### config.mk
export PLATFORM = sky130hd
export DESIGN_NAME = multicycle_ctrl_flat
export DESIGN_NICKNAME = d
export VERILOG_FILES = /design/src/rtl/multicycle_ctrl_if.sv /design/src/rtl/multicycle_ctrl.sv /design/src/flat_wrapper.sv
export SDC_FILE = /design/constraint.sdc
export NUM_CORES = 1
export LEC_CHECK = 0
export BUFFER_PORTS_ARGS = -buffer_cell sky130_fd_sc_hd__buf_2
export CORE_ASPECT_RATIO = 1.2
export CORE_MARGIN = 1
export CORE_UTILIZATION = 54
export CTS_CLUSTER_SIZE = 12
export DETAILED_ROUTE_END_ITERATION = 8
export PLACE_DENSITY_LB_ADDON = 0.05
export SLEW_MARGIN = 20
export SYNTH_ARGS = -nofsm -noshare
export SYNTH_HDL_FRONTEND = slang
export SYNTH_SLANG_ARGS = --single-unit
### constraint.sdc
create_clock -name clk -period 2.6 [get_ports clk]
set_input_delay 0.52 -clock clk [delete_from_list [all_inputs] [get_ports clk]]
set_output_delay 0.52 -clock clk [all_outputs]
set_load 0.03 [all_outputs]
### src/rtl/multicycle_ctrl_if.sv
// Control bundle between the multicycle main FSM and the datapath/memory.
// master = controller side, slave = datapath side.
interface multicycle_ctrl_if #(
  parameter int CNT_W = 32
);
  logic [6:0]       op;
  logic             br_taken;
  logic             mem_ready;
  logic             mem_req;
  logic             MemWrite;
  logic             AdrSrc;
  logic             IRWrite;
  logic             PCWrite;
  logic             RegWrite;
  logic [1:0]       ResultSrc;
  logic [1:0]       ALUSrcA;
  logic [1:0]       ALUSrcB;
  logic [1:0]       ALUOp;
  logic [2:0]       ImmSrc;
  logic             trap;
  logic [CNT_W-1:0] instret;

  modport master (
    input  op, br_taken, mem_ready,
    output mem_req, MemWrite, AdrSrc, IRWrite, PCWrite, RegWrite,
           ResultSrc, ALUSrcA, ALUSrcB, ALUOp, ImmSrc, trap, instret
  );

  modport slave (
    output op, br_taken, mem_ready,
    input  mem_req, MemWrite, AdrSrc, IRWrite, PCWrite, RegWrite,
           ResultSrc, ALUSrcA, ALUSrcB, ALUOp, ImmSrc, trap, instret
  );
endinterface

### src/rtl/multicycle_ctrl.sv
// Main control FSM of the multicycle RV32I core with memory stall handshake,
// illegal-opcode trap and retired-instruction counter.
//
// state      | meaning
// S_FETCH    | read instr at PC, PC <= PC+4 on mem_ready
// S_DECODE   | read regs, ALUOut <= OldPC+imm
// S_MEMADR   | ALUOut <= rs1+imm for lw/sw
// S_MEMREAD  | load access, wait for mem_ready
// S_MEMWB    | rd <= Data, retire
// S_MEMWRITE | store access, retire on mem_ready
// S_EXECR    | R-type ALU op
// S_EXECI    | I-type ALU op
// S_ALUWB    | rd <= ALUOut, retire
// S_BRANCH   | compare, PC <= ALUOut if taken, retire
// S_JALR     | ALUOut <= rs1+imm
// S_JAL      | PC <= ALUOut, ALUResult = OldPC+4
// S_LUI      | ALUOut <= 0+imm
// S_AUIPC    | ALUOut <= OldPC+imm
// S_ILLEGAL  | trap and halt, or skip
module multicycle_ctrl #(
  parameter int HAS_UPPER       = 1,
  parameter int TRAP_ON_ILLEGAL = 1,
  parameter int CNT_W           = 32
) (
  input logic              clk,
  input logic              reset,
  multicycle_ctrl_if.master bus
);

  localparam logic [6:0] OP_LW    = 7'b0000011;
  localparam logic [6:0] OP_SW    = 7'b0100011;
  localparam logic [6:0] OP_R     = 7'b0110011;
  localparam logic [6:0] OP_I     = 7'b0010011;
  localparam logic [6:0] OP_B     = 7'b1100011;
  localparam logic [6:0] OP_JAL   = 7'b1101111;
  localparam logic [6:0] OP_JALR  = 7'b1100111;
  localparam logic [6:0] OP_LUI   = 7'b0110111;
  localparam logic [6:0] OP_AUIPC = 7'b0010111;

  typedef enum logic [3:0] {
    S_FETCH, S_DECODE, S_MEMADR, S_MEMREAD, S_MEMWB, S_MEMWRITE, S_EXECR,
    S_EXECI, S_ALUWB, S_BRANCH, S_JALR, S_JAL, S_LUI, S_AUIPC, S_ILLEGAL
  } state_t;

  typedef struct packed {
    logic       mem_req;
    logic       mem_write;
    logic       adr_src;
    logic       reg_write;
    logic       branch;
    logic       pc_update;
    logic       fetch;
    logic [1:0] result_src;
    logic [1:0] alu_src_a;
    logic [1:0] alu_src_b;
    logic [1:0] alu_op;
  } ctl_t;

  state_t           state;
  state_t           nxt;
  ctl_t             ctl_q;
  logic             trap_q;
  logic [CNT_W-1:0] instret_q;
  logic             retire;
  logic [2:0]       imm_src;
  logic             upper_ok;

  assign upper_ok = (HAS_UPPER != 0);

  function automatic ctl_t decode_ctl(input state_t s);
    ctl_t c;
    c = '0;
    case (s)
      S_FETCH:    begin c.mem_req = 1'b1; c.fetch = 1'b1; c.alu_src_b = 2'b10;
                        c.result_src = 2'b10; end
      S_DECODE:   begin c.alu_src_a = 2'b01; c.alu_src_b = 2'b01; end
      S_MEMADR:   begin c.alu_src_a = 2'b10; c.alu_src_b = 2'b01; end
      S_MEMREAD:  begin c.mem_req = 1'b1; c.adr_src = 1'b1; end
      S_MEMWB:    begin c.result_src = 2'b01; c.reg_write = 1'b1; end
      S_MEMWRITE: begin c.mem_req = 1'b1; c.mem_write = 1'b1; c.adr_src = 1'b1; end
      S_EXECR:    begin c.alu_src_a = 2'b10; c.alu_op = 2'b10; end
      S_EXECI:    begin c.alu_src_a = 2'b10; c.alu_src_b = 2'b01; c.alu_op = 2'b10; end
      S_ALUWB:    c.reg_write = 1'b1;
      S_BRANCH:   begin c.alu_src_a = 2'b10; c.alu_op = 2'b01; c.branch = 1'b1; end
      S_JALR:     begin c.alu_src_a = 2'b10; c.alu_src_b = 2'b01; end
      S_JAL:      begin c.alu_src_a = 2'b01; c.alu_src_b = 2'b10; c.pc_update = 1'b1; end
      S_LUI:      begin c.alu_src_a = 2'b11; c.alu_src_b = 2'b01; end
      S_AUIPC:    begin c.alu_src_a = 2'b01; c.alu_src_b = 2'b01; end
      default:    c = '0;
    endcase
    return c;
  endfunction

  always_comb begin
    nxt = state;
    case (state)
      S_FETCH:    if (bus.mem_ready) nxt = S_DECODE;
      S_DECODE: begin
        case (bus.op)
          OP_LW, OP_SW: nxt = S_MEMADR;
          OP_R:         nxt = S_EXECR;
          OP_I:         nxt = S_EXECI;
          OP_B:         nxt = S_BRANCH;
          OP_JAL:       nxt = S_JAL;
          OP_JALR:      nxt = S_JALR;
          OP_LUI:       nxt = upper_ok ? S_LUI : S_ILLEGAL;
          OP_AUIPC:     nxt = upper_ok ? S_AUIPC : S_ILLEGAL;
          default:      nxt = S_ILLEGAL;
        endcase
      end
      S_MEMADR:   nxt = (bus.op == OP_SW) ? S_MEMWRITE : S_MEMREAD;
      S_MEMREAD:  if (bus.mem_ready) nxt = S_MEMWB;
      S_MEMWRITE: if (bus.mem_ready) nxt = S_FETCH;
      S_MEMWB, S_ALUWB, S_BRANCH: nxt = S_FETCH;
      S_EXECR, S_EXECI, S_LUI, S_AUIPC: nxt = S_ALUWB;
      S_JALR:     nxt = S_JAL;
      S_JAL:      nxt = S_ALUWB;
      S_ILLEGAL:  nxt = (TRAP_ON_ILLEGAL != 0) ? S_ILLEGAL : S_FETCH;
      default:    nxt = S_FETCH;
    endcase
  end

  assign retire = (state == S_MEMWB) || (state == S_ALUWB) || (state == S_BRANCH) ||
                  ((state == S_MEMWRITE) && bus.mem_ready);

  // Control outputs are registered from the next state; only the
  // mem_ready / br_taken qualified strobes are combined afterwards.
  always_ff @(posedge clk) begin
    if (!reset) begin
      state     <= S_FETCH;
      ctl_q     <= decode_ctl(S_FETCH);
      trap_q    <= 1'b0;
      instret_q <= '0;
    end else begin
      state <= nxt;
      ctl_q <= decode_ctl(nxt);
      if ((state == S_ILLEGAL) && (TRAP_ON_ILLEGAL != 0)) trap_q <= 1'b1;
      if (retire) instret_q <= instret_q + CNT_W'(1);
    end
  end

  always_comb begin
    imm_src = 3'b000;
    case (bus.op)
      OP_SW:             imm_src = 3'b001;
      OP_B:              imm_src = 3'b010;
      OP_JAL:            imm_src = 3'b011;
      OP_LUI, OP_AUIPC:  imm_src = upper_ok ? 3'b100 : 3'b000;
      default:           imm_src = 3'b000;
    endcase
  end

  assign bus.mem_req   = reset & ctl_q.mem_req;
  assign bus.MemWrite  = reset & ctl_q.mem_write;
  assign bus.AdrSrc    = reset & ctl_q.adr_src;
  assign bus.IRWrite   = reset & ctl_q.fetch & bus.mem_ready;
  assign bus.PCWrite   = reset & ((ctl_q.branch & bus.br_taken) | ctl_q.pc_update |
                                  (ctl_q.fetch & bus.mem_ready));
  assign bus.RegWrite  = reset & ctl_q.reg_write;
  assign bus.ResultSrc = reset ? ctl_q.result_src : 2'b00;
  assign bus.ALUSrcA   = reset ? ctl_q.alu_src_a  : 2'b00;
  assign bus.ALUSrcB   = reset ? ctl_q.alu_src_b  : 2'b00;
  assign bus.ALUOp     = reset ? ctl_q.alu_op     : 2'b00;
  assign bus.ImmSrc    = reset ? imm_src          : 3'b000;
  assign bus.trap      = trap_q;
  assign bus.instret   = instret_q;

endmodule
### src/flat_wrapper.sv
// flat-port wrapper written by rule: the top's interface ports become plain ports
module multicycle_ctrl_flat 
#(
  parameter int HAS_UPPER       = 1,
  parameter int TRAP_ON_ILLEGAL = 1,
  parameter int CNT_W           = 32
)
  (clk, reset, bus_op, bus_br_taken, bus_mem_ready, bus_mem_req, bus_MemWrite, bus_AdrSrc, bus_IRWrite, bus_PCWrite, bus_RegWrite, bus_ResultSrc, bus_ALUSrcA, bus_ALUSrcB, bus_ALUOp, bus_ImmSrc, bus_trap, bus_instret);
  multicycle_ctrl_if #(.CNT_W(CNT_W)) bus_i ();
  input logic clk;
  input logic reset;
  input wire logic [$bits(bus_i.op)-1:0] bus_op;
  input wire logic [$bits(bus_i.br_taken)-1:0] bus_br_taken;
  input wire logic [$bits(bus_i.mem_ready)-1:0] bus_mem_ready;
  output wire logic [$bits(bus_i.mem_req)-1:0] bus_mem_req;
  output wire logic [$bits(bus_i.MemWrite)-1:0] bus_MemWrite;
  output wire logic [$bits(bus_i.AdrSrc)-1:0] bus_AdrSrc;
  output wire logic [$bits(bus_i.IRWrite)-1:0] bus_IRWrite;
  output wire logic [$bits(bus_i.PCWrite)-1:0] bus_PCWrite;
  output wire logic [$bits(bus_i.RegWrite)-1:0] bus_RegWrite;
  output wire logic [$bits(bus_i.ResultSrc)-1:0] bus_ResultSrc;
  output wire logic [$bits(bus_i.ALUSrcA)-1:0] bus_ALUSrcA;
  output wire logic [$bits(bus_i.ALUSrcB)-1:0] bus_ALUSrcB;
  output wire logic [$bits(bus_i.ALUOp)-1:0] bus_ALUOp;
  output wire logic [$bits(bus_i.ImmSrc)-1:0] bus_ImmSrc;
  output wire logic [$bits(bus_i.trap)-1:0] bus_trap;
  output wire logic [$bits(bus_i.instret)-1:0] bus_instret;
  assign bus_i.op = bus_op;
  assign bus_i.br_taken = bus_br_taken;
  assign bus_i.mem_ready = bus_mem_ready;
  assign bus_mem_req = bus_i.mem_req;
  assign bus_MemWrite = bus_i.MemWrite;
  assign bus_AdrSrc = bus_i.AdrSrc;
  assign bus_IRWrite = bus_i.IRWrite;
  assign bus_PCWrite = bus_i.PCWrite;
  assign bus_RegWrite = bus_i.RegWrite;
  assign bus_ResultSrc = bus_i.ResultSrc;
  assign bus_ALUSrcA = bus_i.ALUSrcA;
  assign bus_ALUSrcB = bus_i.ALUSrcB;
  assign bus_ALUOp = bus_i.ALUOp;
  assign bus_ImmSrc = bus_i.ImmSrc;
  assign bus_trap = bus_i.trap;
  assign bus_instret = bus_i.instret;
  multicycle_ctrl #(.HAS_UPPER(HAS_UPPER), .TRAP_ON_ILLEGAL(TRAP_ON_ILLEGAL), .CNT_W(CNT_W)) u_core (.clk(clk), .reset(reset), .bus(bus_i));
endmodule
After elaboration in Yosys (flattened, before gate mapping) --
Index checks and enable logic that the tools add are counted. W data, S select, Z words.
Operators by class: add/sub/neg operators 1, multipliers 0, divide/modulo/power cells 0, magnitude comparators 0, eq/ne operators 36, shifts and indexed selects 0, multiplexer cells 23, bitwise gates (word level) 11, reductions and logical operators 17
Operator list (number):
- $pmux W4 S8 | 2
- $eq A4 B4 Y1 const B | 13
- $add A32 B1 Y32 const B | 1
- $eq A4 B3 Y1 const B | 8
- $eq A7 B6 Y1 const B | 3
- $eq A7 B7 Y1 const B | 3
- $eq A4 B2 Y1 const B | 4
- $eq A7 B5 Y1 const B | 2
- $mux W4 | 3
- $pmux W2 S2 | 3
- $pmux W3 S4 | 1
- $reduce_or A2 Y1 | 6
- $reduce_or A5 Y1 | 2
- $and A1 B1 Y1 | 9
- $eq A4 B1 Y1 const B | 2
- $logic_not A4 Y1 | 2
- $mux W2 | 4
- $eq A7 B2 Y1 const B | 1
- $mux W1 | 7
- $mux W3 | 2
- $pmux W2 S3 | 1
- $reduce_or A3 Y1 | 2
- $reduce_or A6 Y1 | 1
- $logic_or A1 B1 Y1 | 3
- 2 further kinds | 3
Storage, ports and cells: flip-flop bits (word level) 52, bits in latches 0, bits in writable memories 0, memory bits (read-only) 0, input port bits 11, output and inout port bits 50, logic and storage cells 102, memories kept 0

Longest topological paths before layout --
Gate-level depths: netlist of the first run.
depth after elaboration 7, mapped depth 9, mapped depth without buffers 6

Least setup slack after synthesis of the first run --
No wires, ideal clock.
kind input to output, start point input port reset, end point output port bus_ImmSrc[2], arrival 1.741 ns, data required time 2.080 ns, slack 0.339 ns, stages 3, path buffers 1, path through inv_2 clkbuf_1 nor4_1
On the way: word-level cells in the longest chain between the ends 1
Ends and longest elaborated chain:
- start: declaration | RTL line flat_wrapper.sv:11 | input logic reset;
- $mux W3 | RTL line multicycle_ctrl.sv:164 | assign bus.ImmSrc = reset ? imm_src : 3'b000;
- end: declaration | RTL line flat_wrapper.sv:25 | output wire logic [$bits(bus_i.ImmSrc)-1:0] bus_ImmSrc;
No other way between the ends.

Worst setup path after layout of the first run --
start point register u_core.state[3], end point register u_core.ctl_q[4] in the netlist's numbering
On the way: word-level cells in the longest chain between the ends 6, elaborated cells on any way between the ends 29, classes of those cells eq/ne: 20; mux: 5; reduce/logical: 4
Ends and longest elaborated chain:
- start: declaration | RTL line multicycle_ctrl.sv:59 | state_t state;
- start signal: assignment | RTL line multicycle_ctrl.sv:135 | state <= nxt;
- $eq A4 B3 Y1 / $eq A4 B4 Y1 (equally long branches) | RTL line multicycle_ctrl.sv:96 | case (state)
- $reduce_or A5 Y1 (no line)
- $pmux W4 S8 * | RTL line multicycle_ctrl.sv:96
- $eq A4 B2 Y1 (tied with other cells) | RTL line multicycle_ctrl.sv:73 | case (s)
- $reduce_or A5 Y1 (no line) / $reduce_or A3 Y1 (equally long branches)
- $pmux W2 S3 * | RTL line multicycle_ctrl.sv:73
- end signal: assignment | RTL line multicycle_ctrl.sv:131 | ctl_q <= decode_ctl(S_FETCH);
- end signal: assignment | RTL line multicycle_ctrl.sv:136 | ctl_q <= decode_ctl(nxt);
- end: declaration | RTL line multicycle_ctrl.sv:61 | ctl_t ctl_q;
Mark *: on every way between the ends. The rest lies on a longest branch, timed or not. A chain may end at the register's enable or synchronous reset.

==> results.toml, run 1 <==
[run_status]
status = "completed"

[clock_network]
clkSinkCount = 51
cts.clk_slew.worst_paths_ps = 90
cts_buffers = 5
cts_hold_buf = 0
clk_path_buf_depth = 2
insertion_delay_ps = 310
cts_setup_buffers = 0
root_buffer = "clkbuf_8"
tritoncts = "done"
cts_resized = 0
htree_levels = 2

[yosys]
synth.distinct_cells = 60
ys_warn_count = 0
syn_nets = 328
synthXorXnorAreaFrac = 0.0891
synthAdderAreaFrac = 0.00455
ys_seq_area_frac = 0.371
avgSynthCellArea_um2 = 8.71
synth_edf_count = 0
ys_seq_elements = 51
async_flop_share = 0
synth_top_area_frac = 0.371
synth.area.top_cells = "dfxtp_1, xnor2_1, nor2_1, nor4_2, and2_1"
synthCells = 316
synth_compound_area_frac = 0.105
synthFlopType = "dfxtp_1"
yosysTopAreaCell = "dfxtp_1"
muxShareOfSynthArea = 0.00773
syn_area_um2 = 2750
synthSimpleGateAreaFrac = 0.366
synth_top_family_by_area = "simple AND/OR/NAND/NOR gates"

[routing]
wl_mm = 5.58
ant_nets = 0
wl_per_cell_um = 12.9
drt_iter0_markers = 122
first_pass_iters = 7
vias = 2367
drc = 0
vias_per_cell = 5.48

[place]
pre_cts_slack_ps = 219
gp_congestion = 0.869
post-dp-hpwl_mm = 4.05
io_buffers = 60

[sta]
slew_headroom = 0.567
fin_skew_ps = 6.80
tns_ps = 0
worst_pin_slew_ps = 646
finalSetupViolCount = 0
fin_crit_sh = 0.827
rsz0062_at_grt = "false"
finalWorstSetupSlack_ps = 450
fmax_mhz = 465
hold_viol = 0
drv_slew = 0
fin_crit_ps = 2150

[setup_path]
worstRegToRegCells = 6
worst_ep_arrival_time_ps = 2400
path_buf_inv = 0
r2r-end = "u_core.ctl_q[4]"
crit_family = "compound AO/OA/AOI/OAI gates"
r2r_slack_ps = 450
worstPathCellList = "nor2_1 -> o211ai_1 -> a31oi_1 -> nand2_1 -> nor4_1 -> a211o_1"
required_ps = 2850
path_depth = 6
cp_slowest_cell = "a31oi_1"
cpPeakStageDelay_ps = 570
endpoint_kind = "flip-flop"
criticalPathCategory = "reg2reg"
worstPathMaxFanout = 11
worst_setup_path_start_kind = "flip-flop"
timing.rr.start = "u_core.state[3]"

[cells_and_area]
fillers = 454
seqCellArea_um2 = 1020
layout_commonest_cell = "buf_2"
multiInputGateArea_um2 = 1570
drive_gt1_frac = 0.285
n_antenna_cell = 0
layout_common_cells = "buf_2, dfxtp_1, nor2_1, xnor2_1, nand2_1"
area_growth_syn_to_layout_pct = 15.5
nets = 383

[global_route]
grt_pass1_wl_mm = 9.19
grt_util_all_layers = 0.220
antenna_found_initial = 0
grt-ovfl-total = 0
grt_pass1_vias = 2086
grt_start_max_net_pins = 33

[floorplan]
die-area_um2 = 5390
start_util = 0.561
ios = 61
die_h_um = 80.2
core_um2 = 4900
die_width_um = 67.2
rows = 28

[power_and_ir_drop]
share_comb_of_total_power = 0.260
p_int_w = 0.00121
pwr_density_cell_nw_per_um2 = 572
leakage_nw = 1.27
power.share.clock = 0.254
vdd_ir_drop_max_uv = 408
seq_power_share = 0.486
swShare = 0.336
netSwitchingPower_w = 0.000612

[flow_run]
drv_cap = 0

[min_path]
whs_path_depth = 2
hold_end = "u_core.ctl_q[3]"
min_path_type = "in2reg"
hp-start = "reset"
-- how the worst max path moves through the flow --
| stage | from | endpoint | slack, ps |
|---|---|---|---|
| floorplan | reset | bus_ImmSrc[2] | 340 |
| global placement | bus_op[6] | u_core.ctl_q[3] | 270 |
| detailed placement | bus_op[6] | u_core.ctl_q[3] | 220 |
| CTS | u_core.state[3] | u_core.ctl_q[4] | 490 |
| global route | u_core.state[3] | u_core.ctl_q[4] | 250 |
| finish | u_core.state[3] | u_core.ctl_q[4] | 450 |
-- synthesized netlist by cell type, types with 2 or more instances --
master	instances
nor3_2	6
nor4_2	8
nor4_1	7
clkbuf_1	7
a21oi_1	7
nand4b_1	2
inv_2	2
nor3_1	5
and2b_1	2
inv_1	13
a211oi_1	2
or3_1	5
nand3_1	13
buf_1	3
o211ai_1	2
buf_6	3
and3_1	5
nand4_1	7
nor2_1	39
nand2b_1	7
or2_2	2
and2_1	15
nand2_1	22
xnor2_1	27
dfxtp_1	51
buf_2	6
o21bai_1	2
a31oi_1	4
o21ai_0	7
nor4_4	4
a211o_1	2
-- power by group through the flow --
stage	logic (W)	registers, W	clock network (W)
global placement	0.000467	0.000902	0
detailed placement	0.000472	0.000902	0
CTS	0.000474	0.000883	0.000474
finish	0.000472	0.000885	0.000462
floorplan	0.000373	0.000884	0
global route	0.000527	0.000893	0.000502
-- metal layers --
layer | GRT usage | vias up | share of wire
met2 | 0.372 | 47 | 0.50
met3 | 0.0412 | 9 | 0.030
met1 | 0.273 | 1104 | 0.45
met4 | 0.0787 | 0 | 0.017
li1 | - | 1207 | -
met5 | 0 | - | 0
-- cell type report --
| type | count | share of cell area |
|---|---|---|
| Clock buffer | 5 | 0.0217 |
| Inverter | 15 | 0.0177 |
| Tap cell | 60 | 0.0236 |
| Timing Repair Buffer | 67 | 0.115 |
| Clock inverter | 3 | 0.00591 |
| Multi-Input combinational cell | 231 | 0.495 |
| Sequential cell | 51 | 0.321 |
-- sequential cells by signal, summed over array words and instances, names as in the netlist --
name,flops
u_core.ctl_q,14
u_core.state,4
u_core.bus.trap,1
u_core.bus.instret,32
-- metrics by stage --
step / power (W) / hold WS, ps / utilization / instances / instance area (µm²)
finish: 0.00182 / 431 / 0.648 / 432 / 3180
global route: 0.00192 / 436 / 0.648 / 432 / 3180
CTS: 0.00183 / 425 / 0.648 / 432 / 3180
detailed placement: 0.00137 / 468 / 0.630 / 424 / 3090
global placement: 0.00137 / 450 / 0.630 / 424 / 3090
floorplan: 0.00126 / 558 / - / 316 / 2750
-- cell families after synthesis --
| family | after synthesis |
|---|---|
| compound gates | 40 |
| xor+xnor | 28 |
| fa+ha+maj | 1 |
| buf+inv | 34 |
| flops | 51 |
| mux | 2 |
| simple gates | 160 |
No activity file was read; power rests on OpenSTA's default activity.
==> run 2, diff against run 1 <==
clock period = 2.05 ns   (was 2.6 ns; I/O delays follow)
==> run 2 against run 1 <==
Sequential share of layout area is 2.5 points lower. Largest cell class unchanged. Critical path type unchanged. Worst setup slack got worse by 330 ps. Non-clock buffer count increased by 33. Cell area increased by 8.5%. Highest routed layer unchanged. Cell count grew 7.4%. Critical path depth increased by 1. Sequential power increased by 24%. Worst hold slack better by 14 ps. Register-to-register slack worse by 330 ps. Combinational power grew 71%.
==> results.toml, run 2 (same netlist as run 1, synthesis figures left out) <==
[sta]
fin_crit_ps = 1930
tns_ps = 0
slew_headroom = 0.758
hold_viol = 0
finalSetupViolCount = 0
drv_slew = 0
fmax_mhz = 517
finalWorstSetupSlack_ps = 118
fin_crit_sh = 0.943
worst_pin_slew_ps = 363
fin_skew_ps = 7.63

[floorplan]
die_h_um = 80.2
rows = 28
die-area_um2 = 5390
die_width_um = 67.2
start_util = 0.561
ios = 61
core_um2 = 4900

[setup_path]
worst_ep_arrival_time_ps = 2130
required_ps = 2250
cp_slowest_cell = "or4b_1"
worstPathMaxFanout = 15
endpoint_kind = "flip-flop"
criticalPathCategory = "reg2reg"
worst_setup_path_start_kind = "flip-flop"
path_buf_inv = 1
r2r-end = "u_core.bus.instret[30]"
crit_family = "simple AND/OR/NAND/NOR gates"
timing.rr.start = "u_core.state[3]"
worstPathCellList = "and2b_1 -> a21oi_2 -> or4b_1 -> buf_6 -> nor4_2 -> xnor2_1 -> nor2_1"
r2r_slack_ps = 120
worstRegToRegCells = 7
cpPeakStageDelay_ps = 520

[power_and_ir_drop]
netSwitchingPower_w = 0.000805
swShare = 0.326
seq_power_share = 0.447
leakage_nw = 1.45
share_comb_of_total_power = 0.328
vdd_ir_drop_max_uv = 562
power.share.clock = 0.225
p_int_w = 0.00166
pwr_density_cell_nw_per_um2 = 716

[clock_network]
cts.clk_slew.worst_paths_ps = 90
tritoncts = "done"
cts_buffers = 5
clk_path_buf_depth = 2
root_buffer = "clkbuf_8"
insertion_delay_ps = 300
clkSinkCount = 51
htree_levels = 2

[cells_and_area]
largest_reg_flops = 32
seqCellArea_um2 = 1020
multiInputGateArea_um2 = 1610
layout_commonest_cell = "buf_2"
area_growth_syn_to_layout_pct = 25.3
n_antenna_cell = 0
drive_gt1_frac = 0.356
fillers = 430
layout_common_cells = "buf_2, dfxtp_1, buf_4, nor2_1, xnor2_1"
nets = 416

[global_route]
met2_usage = 0.427
grt-ovfl-total = 0
grt_start_max_net_pins = 24
grt_pass1_wl_mm = 9.72
use_met3 = 0.0384
antenna_found_initial = 0
grt-busiest-layer = "met2"
use_met1 = 0.278
grt_pass1_vias = 2165
grt_util_all_layers = 0.235

[routing]
first_pass_iters = 4
vias_per_cell = 5.37
wl_mm = 6.20
ant_nets = 0
drt_iter0_markers = 131
wl_per_cell_um = 13.4
drc = 0
vias = 2491

[min_path]
hp-start = "reset"
min_path_type = "in2reg"
hold_end = "u_core.bus.instret[21]"
whs_path_depth = 3

[place]
pre_cts_slack_ps = -131
gp_congestion = 0.903
io_buffers = 60
post-dp-hpwl_mm = 4.49

[flow_run]
drv_cap = 0

[run_status]
status = "completed"
## run 2: power groups by stage
stage                     clock [W]  sequential (W)  combinational [W]
after floorplan                   0         0.00112           0.000473
after global placement            0         0.00112           0.000782
after detailed placement          0         0.00113           0.000782
after CTS                  0.000581         0.00110           0.000787
after global routing       0.000612         0.00111           0.000881
final                      0.000556         0.00110           0.000809
## run 2: metal layers
layer  up-vias  wire [µm]
met2        47       3170
met5         -          0
li1       1273          -
met3         8        152
met1      1163       2790
met4         0         94
## run 2: per-stage QoR
step           total power [W]  cell area [µm²]  instances  utilization  hold slack (ps)
2_1_floorplan          0.00159             2750        316            -              558
3_3_place_gp           0.00191             3320        456        0.677              463
3_5_place_dp           0.00191             3320        456        0.677              469
4_1_cts                0.00247             3400        463        0.693              442
5_1_grt                0.00261             3450        464        0.703              450
6_report               0.00247             3450        464        0.703              445
## run 2: worst max path at each step
stage,cells after the start,endpoint,slack (ps),startpoint
2_1_floorplan,3,bus_ImmSrc[2],9,reset
3_3_place_gp,7,u_core.ctl_q[3],-80,bus_op[6]
3_5_place_dp,7,u_core.ctl_q[3],-130,bus_op[6]
4_1_cts,8,u_core.ctl_q[3],20,u_core.state[3]
5_1_grt,7,u_core.bus.instret[30],-5,u_core.state[3]
6_report,7,u_core.bus.instret[30],120,u_core.state[3]
## run 2: tightest hold or removal path, stage by stage
cell and delay, ps:
buf_2 90, inv_2 100, nor2_1 110
## run 2: timing repair
item	in CTS	in global routing
buffers inserted	0	1
endpoints found under the setup margin	0	21
hold buffers	0	0
resized for setup	0	9
## run 2: cell type report
cell class                      count  area share
Inverter                           15      0.0163
Multi-Input combinational cell    231       0.466
Timing Repair Buffer              100       0.175
Tap cell                           60      0.0218
Sequential cell                    51       0.296
Clock inverter                      2     0.00399
Clock buffer                        5      0.0200
